===== config.mk =====
export PLATFORM = sky130hd
export DESIGN_NAME = speck_hash_arbiter_flat
export DESIGN_NICKNAME = d
export VERILOG_FILES = /design/src/rtl/speck_hash_arbiter_pkg.sv /design/src/rtl/speck_hash_arbiter_if.sv /design/src/rtl/speck_hash_arbiter_rr_arbiter.sv /design/src/rtl/speck_hash_arbiter.sv /design/src/flat_wrapper.sv
export SDC_FILE = /design/constraint.sdc
export NUM_CORES = 1
export LEC_CHECK = 0
export CAP_MARGIN = 10
export CORE_UTILIZATION = 46
export CTS_CLUSTER_DIAMETER = 200
export DETAILED_ROUTE_END_ITERATION = 12
export PLACE_DENSITY = 0.86
export SETUP_SLACK_MARGIN = 0.15
export SYNTH_ARGS = -nofsm -noshare
export SYNTH_HDL_FRONTEND = slang
export SYNTH_SLANG_ARGS = --single-unit
export TNS_END_PERCENT = 1

===== constraint.sdc =====
create_clock -name clk -period 4 [get_ports clk]
set_input_delay 0.8 -clock clk [delete_from_list [all_inputs] [get_ports clk]]
set_output_delay 0.8 -clock clk [all_outputs]
set_load 0.1 [all_outputs]

===== src/rtl/speck_hash_arbiter_pkg.sv =====
// Shared definitions for the SPECK hash arbiter slice.
// Contents:
//   arb_state_e  - arbiter FSM state (IDLE -> LOAD -> RUN -> RESP -> IDLE)
//   DEF_NREQ     - default number of requesters
//   DEF_TIMEOUT  - default core timeout in cycles
//   id_width()   - width of a requester index for a given requester count
//   rr_slot()    - modular offset from the round-robin pointer
package speck_arb_pkg;

    typedef enum logic [1:0] {
        ST_IDLE = 2'd0,
        ST_LOAD = 2'd1,
        ST_RUN  = 2'd2,
        ST_RESP = 2'd3
    } arb_state_e;

    localparam int DEF_NREQ    = 4;
    localparam int DEF_TIMEOUT = 255;

    // Two requesters still need one index bit.
    function automatic int id_width(input int n);
        return (n <= 2) ? 1 : $clog2(n);
    endfunction

    // (base + off) mod n for base < n and off < n.
    function automatic int rr_slot(input int base, input int off, input int n);
        int s;
        s = base + off;
        return (s >= n) ? s - n : s;
    endfunction

endpackage


===== src/rtl/speck_hash_arbiter_if.sv =====
// Control/data path between the arbiter and the SPECK hash core.
// Handshake: the master pulses core_start for exactly one cycle with core_x
// valid and holds core_x until it starts another operation; the core answers
// with a one-cycle core_done pulse, core_hout being valid only in that cycle.
// There is no back-pressure; a core_done the master is not waiting for is
// dropped.
//   master : arbiter side (drives core_start, core_x)
//   slave  : hash core side (drives core_done, core_hout)
interface speck_hash_arbiter_if;
    logic        core_start;
    logic [63:0] core_x;
    logic        core_done;
    logic [3:0]  core_hout;

    modport master (output core_start, output core_x, input core_done, input core_hout);
    modport slave  (input core_start, input core_x, output core_done, output core_hout);
endinterface


===== src/rtl/speck_hash_arbiter_rr_arbiter.sv =====
// Combinational round-robin selector.
// Ports:
//   req     - request vector
//   ptr     - index searched first; search continues upward with wrap
//   winner  - one-hot winner (zero when no request)
//   index   - binary index of the winner
//   any_req - at least one request present
module rr_arbiter
    import speck_arb_pkg::*;
#(
    parameter int NREQ = DEF_NREQ,
    localparam int IDW = id_width(NREQ)
) (
    input  logic [NREQ-1:0] req,
    input  logic [IDW-1:0]  ptr,
    output logic [NREQ-1:0] winner,
    output logic [IDW-1:0]  index,
    output logic            any_req
);

    // Walk from the farthest slot back to ptr so the nearest request is
    // written last and wins.
    always_comb begin
        winner  = '0;
        index   = '0;
        any_req = |req;
        for (int k = NREQ - 1; k >= 0; k--) begin
            if (|(req & (NREQ'(1) << rr_slot(int'(ptr), k, NREQ)))) begin
                winner = NREQ'(1) << rr_slot(int'(ptr), k, NREQ);
                index  = IDW'(rr_slot(int'(ptr), k, NREQ));
            end
        end
    end

endmodule


===== src/rtl/speck_hash_arbiter.sv =====
// Shares one SPECK hash core among NREQ requesters. A winner is chosen
// round-robin, its message word is handed to the core, and the result (or a
// timeout error) is returned on the response strobe.
// Ports:
//   clk, rst_n   - clock, asynchronous active-low reset
//   req, req_x   - per-requester request level and packed 64-bit messages
//   gnt          - one-hot grant held from LOAD through RESP
//   busy         - FSM not in IDLE
//   core         - hash core control/data path (master side)
//   rsp_valid    - one-cycle response strobe with rsp_id/rsp_hash/rsp_err
//   state        - current FSM state, for observation
module speck_hash_arbiter
    import speck_arb_pkg::*;
#(
    parameter int NREQ    = DEF_NREQ,
    parameter int TIMEOUT = DEF_TIMEOUT,
    localparam int IDW    = id_width(NREQ)
) (
    input  logic                   clk,
    input  logic                   rst_n,
    input  logic [NREQ-1:0]        req,
    input  logic [NREQ*64-1:0]     req_x,
    output logic [NREQ-1:0]        gnt,
    output logic                   busy,
    speck_hash_arbiter_if.master   core,
    output logic                   rsp_valid,
    output logic [IDW-1:0]         rsp_id,
    output logic [3:0]             rsp_hash,
    output logic                   rsp_err,
    output arb_state_e             state
);

    localparam logic [7:0] TIMEOUT_M1 = 8'(TIMEOUT - 1);

    arb_state_e      state_nx;
    logic [IDW-1:0]  ptr;
    logic [7:0]      cnt;
    logic [63:0]     core_x_q;
    logic [NREQ-1:0] win_oh;
    logic [IDW-1:0]  win_idx;
    logic            any_req;

    rr_arbiter #(.NREQ(NREQ)) u_rr (
        .req     (req),
        .ptr     (ptr),
        .winner  (win_oh),
        .index   (win_idx),
        .any_req (any_req)
    );

    // State register
    always_ff @(posedge clk or negedge rst_n) begin
        if (!rst_n) state <= ST_IDLE;
        else        state <= state_nx;
    end

    // Next-state logic; core_done is only looked at in RUN.
    always_comb begin
        state_nx = state;
        case (state)
            ST_IDLE: if (any_req) state_nx = ST_LOAD;
            ST_LOAD: state_nx = ST_RUN;
            ST_RUN:  if (core.core_done || cnt == TIMEOUT_M1) state_nx = ST_RESP;
            ST_RESP: state_nx = ST_IDLE;
            default: state_nx = ST_IDLE;
        endcase
    end

    // Outputs decoded from state
    always_comb begin
        busy            = (state != ST_IDLE);
        core.core_start = (state == ST_LOAD);
        rsp_valid       = (state == ST_RESP);
    end

    assign core.core_x = core_x_q;

    // Grant, message, counter and result registers.
    always_ff @(posedge clk or negedge rst_n) begin
        if (!rst_n) begin
            ptr      <= '0;
            cnt      <= '0;
            gnt      <= '0;
            rsp_id   <= '0;
            core_x_q <= '0;
            rsp_hash <= '0;
            rsp_err  <= 1'b0;
        end else begin
            case (state)
                ST_IDLE: begin
                    if (any_req) begin
                        gnt      <= win_oh;
                        rsp_id   <= win_idx;
                        core_x_q <= 64'(req_x >> (64 * int'(win_idx)));
                    end
                end
                ST_LOAD: cnt <= '0;
                ST_RUN: begin
                    cnt <= cnt + 8'd1;
                    // A done arriving on the last allowed cycle still counts.
                    if (core.core_done) begin
                        rsp_hash <= core.core_hout;
                        rsp_err  <= 1'b0;
                    end else if (cnt == TIMEOUT_M1) begin
                        rsp_hash <= '0;
                        rsp_err  <= 1'b1;
                    end
                end
                ST_RESP: begin
                    // The requester just served drops to lowest priority.
                    ptr <= (int'(rsp_id) == NREQ - 1) ? '0 : rsp_id + 1'b1;
                    gnt <= '0;
                end
                default: ;
            endcase
        end
    end

endmodule


===== src/flat_wrapper.sv =====
// flat-port wrapper written by rule: the top's interface ports become plain ports
module speck_hash_arbiter_flat import speck_arb_pkg::*;
#(
    parameter int NREQ    = DEF_NREQ,
    parameter int TIMEOUT = DEF_TIMEOUT,
    localparam int IDW    = id_width(NREQ)
)
  (clk, rst_n, req, req_x, gnt, busy, rsp_valid, rsp_id, rsp_hash, rsp_err, state, core_core_start, core_core_x, core_core_done, core_core_hout);
  speck_hash_arbiter_if core_i ();
  input  logic clk;
  input  logic rst_n;
  input  logic [NREQ-1:0] req;
  input  logic [NREQ*64-1:0] req_x;
  output logic [NREQ-1:0] gnt;
  output logic busy;
  output logic rsp_valid;
  output logic [IDW-1:0] rsp_id;
  output logic [3:0] rsp_hash;
  output logic rsp_err;
  output arb_state_e state;
  output wire logic [$bits(core_i.core_start)-1:0] core_core_start;
  output wire logic [$bits(core_i.core_x)-1:0] core_core_x;
  input wire logic [$bits(core_i.core_done)-1:0] core_core_done;
  input wire logic [$bits(core_i.core_hout)-1:0] core_core_hout;
  assign core_core_start = core_i.core_start;
  assign core_core_x = core_i.core_x;
  assign core_i.core_done = core_core_done;
  assign core_i.core_hout = core_core_hout;
  speck_hash_arbiter #(.NREQ(NREQ), .TIMEOUT(TIMEOUT)) u_core (.clk(clk), .rst_n(rst_n), .req(req), .req_x(req_x), .gnt(gnt), .busy(busy), .core(core_i), .rsp_valid(rsp_valid), .rsp_id(rsp_id), .rsp_hash(rsp_hash), .rsp_err(rsp_err), .state(state));
endmodule

==> impl_metrics.ini <==
[run_status]
status = finished clean

[sta]
grt_setup_unrepaired = false
slew_viol_final = 0
relSlewSlack = 0.2758
finalSetupViolations = 0
final.setup.worst_slack_ns = 0.3241
tns_ns = 0
worst_pin_slew_ns = 1.083
finalCritPeriodShare = 0.9190
clock.fmax_mhz = 272.0
fin_crit_ns = 3.676
fin_skew_ns = 0.008813
finalHoldViolCount = 0

[job]
cap_violations = 0

[worst_setup_path]
startpoint_type = flop
crit_fanout = 128
crit_start = u_core.ptr[0]$_DFFE_PN0P_
criticalPathCategory = flop to flop
crit_required_ns = 4.27
timing.rr.end = u_core.core.core_x[61]$_DFFE_PN0P_
endpoint = u_core.core.core_x[61]$_DFFE_PN0P_
cp-end-kind = flop
r2r-start = u_core.ptr[0]$_DFFE_PN0P_
rrSetupSlack_ns = 0.32
worstPathArrival_ns = 3.94
reg2reg_depth = 9

[drt]
dr_total_vias = 10840
wl_um = 33020
routedWlPerCell_um = 18.57
post-route-drc-count = 0
drt_iter0_drc = 882
vias_per_cell = 6.097
firstDrtPassIters = 7
ant_nets = 0

[yosys]
synth_ff_type = dfrtp_1
seq_area_frac_synth = 0.2319
syn_area_per_cell_um2 = 7.458
syn_inst = 1259
ys_async_sr_fraction = 1.000
ys_warn_count = 0
syn_nets = 1538
synth_area_um2 = 9389
ys_seq_elements = 87
synthDistinctLibCells = 51
synth_edf_count = 0

[global_routing]
grtUsageTotal = 0.3063
grt_max_degree = 130
grt_overflow = 0
grt_pass1_wl_um = 51020
antenna_found_initial = 0
grt_pass1_vias = 10200

[clock_tree]
cts_setup_buffers = 0
cts_sinks = 87
cts_tree = built
htree_levels = 3
clk_pin_slew_ns = 0.08
clock_latency_ns = 0.35
cts_buffers = 9
clock_path_buffers = 2
root_buffer = clkbuf_16

[finish]
fillers = 1644
drive_gt1_frac = 0.1092
instances_no_fill = 1778
fin_nets = 1785
area_growth_pct = 40.30
layout_common_cells = nand2_1 (355), clkdlybuf4s50_1 (344), a31oi_1 (128), dfrtp_1 (86), inv_1 (73)
final_common_cell = nand2_1

[floorplan]
core-area_um2 = 19720
die-area_um2 = 20990
pin_count = 347
die_x_um = 144.9
start_util = 0.4762
die-height_um = 144.9
core.rowCount = 51

[placement]
gp_congestion = 0.8753
dpl_worst_slack_ns = 0.2622
io_buffers = 346
hpwlAfterDp_um = 22060
dp_cells = 1760

[hold_path]
hp-class = flop to flop
==> worst max-delay path, cell delays in order, from the launching register on <==
cell and delay [ns]:
dfrtp_4 0.64, inv_1 0.24, ha_1 0.40, a22oi_1 0.20
a2111oi_0 0.68, o311a_4 0.30, buf_12 0.42, a211oi_1 0.13
a32o_1 0.26, a31oi_1 0.19
==> state kept, by name (all words and copies together), names as in the netlist <==
name / count
u_core.ptr: 2
u_core.rsp_err: 1
u_core.state: 2
u_core.gnt: 4
u_core.rsp_id: 2
u_core.cnt: 8
u_core.rsp_hash: 4
u_core.core.core_x: 64
==> per-layer routing <==
metal  wire length [µm]  track usage
met5                  0            0
met4               1404       0.1584
met3               2863      0.07009
met2              15810       0.5139
met1              12950       0.3649
==> synthesized netlist by cell type, types with 3 or more instances <==
master / instances / area (µm²)
nand2_1: 355 / 1333
a31oi_1: 128 / 800.8
clkbuf_1: 102 / 382.9
dfrtp_1: 87 / 2177
inv_1: 73 / 274.0
nor2_1: 73 / 274.0
nor4_1: 65 / 406.6
a211oi_1: 64 / 480.5
a32o_1: 64 / 640.6
mux2_2: 64 / 720.7
mux2_4: 45 / 675.7
mux2_1: 19 / 214.0
o21ai_0: 14 / 70.07
buf_6: 12 / 135.1
ha_1: 12 / 150.1
buf_2: 11 / 55.05
nand3_1: 9 / 45.04
a22oi_1: 7 / 52.55
a21oi_1: 6 / 30.03
buf_12: 5 / 100.1
o31ai_1: 4 / 30.03
mux2i_1: 3 / 30.03
==> repair_timing <==
| item | CTS | global route |
|---|---|---|
| hold endpoints to repair | 0 | 0 |
| setup endpoints to repair | 0 | 41 |
| resized for setup | 0 | 1 |
| hold buffers | 0 | 0 |
==> layout make-up <==
cell class / count / area (µm²) / share of cell area
inverter: 73 / 274.0 / 0.02080
antenna: 2 / 5.005 / 0.0003799
multi-input combinational: 965 / 6277 / 0.4765
sequential: 87 / 2181 / 0.1656
clock buffer: 9 / 225.2 / 0.01710
timing repair buffer: 370 / 3751 / 0.2848
tap: 265 / 331.6 / 0.02517
clock inverter: 7 / 127.6 / 0.009688
==> kinds of logic after synthesis <==
logic type / Yosys count / synth area share
AND/OR/NAND/NOR: 515 / 0.2283
flip-flops: 87 / 0.2319
multiplexers: 131 / 0.1747
buffers and inverters: 207 / 0.1041
XOR/XNOR: 1 / 0.0009330
adder cells (fa/ha/maj): 12 / 0.01599
AO/OA/AOI/OAI: 306 / 0.2441
==> worst min-delay path by stage <==
| stage | depth (start not counted) | slack, ns | from | end |
|---|---|---|---|---|
| after CTS | 2 | 0.47 | u_core.rsp_hash[0]$_DFFE_PN0P_ | u_core.rsp_hash[0]$_DFFE_PN0P_ |
| after floorplan | 1 | 0.45 | u_core.cnt[6]$_DFFE_PN0P_ | u_core.cnt[6]$_DFFE_PN0P_ |
| after global routing | 2 | 0.51 | u_core.rsp_hash[0]$_DFFE_PN0P_ | u_core.rsp_hash[0]$_DFFE_PN0P_ |
| final | 2 | 0.47 | u_core.rsp_hash[0]$_DFFE_PN0P_ | u_core.rsp_hash[0]$_DFFE_PN0P_ |
| after global placement | 2 | 0.45 | u_core.gnt[2]$_DFFE_PN0P_ | u_core.gnt[2]$_DFFE_PN0P_ |
| after detailed placement | 2 | 0.46 | u_core.rsp_hash[0]$_DFFE_PN0P_ | u_core.rsp_hash[0]$_DFFE_PN0P_ |
==> stage by stage <==
stage | cell area, µm² | utilization | hold slack, ns
finish | 13170 | 0.6681 | 0.4669
global route | 13170 | 0.6678 | 0.5107
CTS | 13170 | 0.6677 | 0.4704
detailed placement | 12810 | 0.6499 | 0.4560
global placement | 12810 | 0.6499 | 0.4512
floorplan | 9389 | - | 0.4520
Power is not shown: default switching activity piles up to over one toggle a cycle in this logic, so the estimate is an artifact.
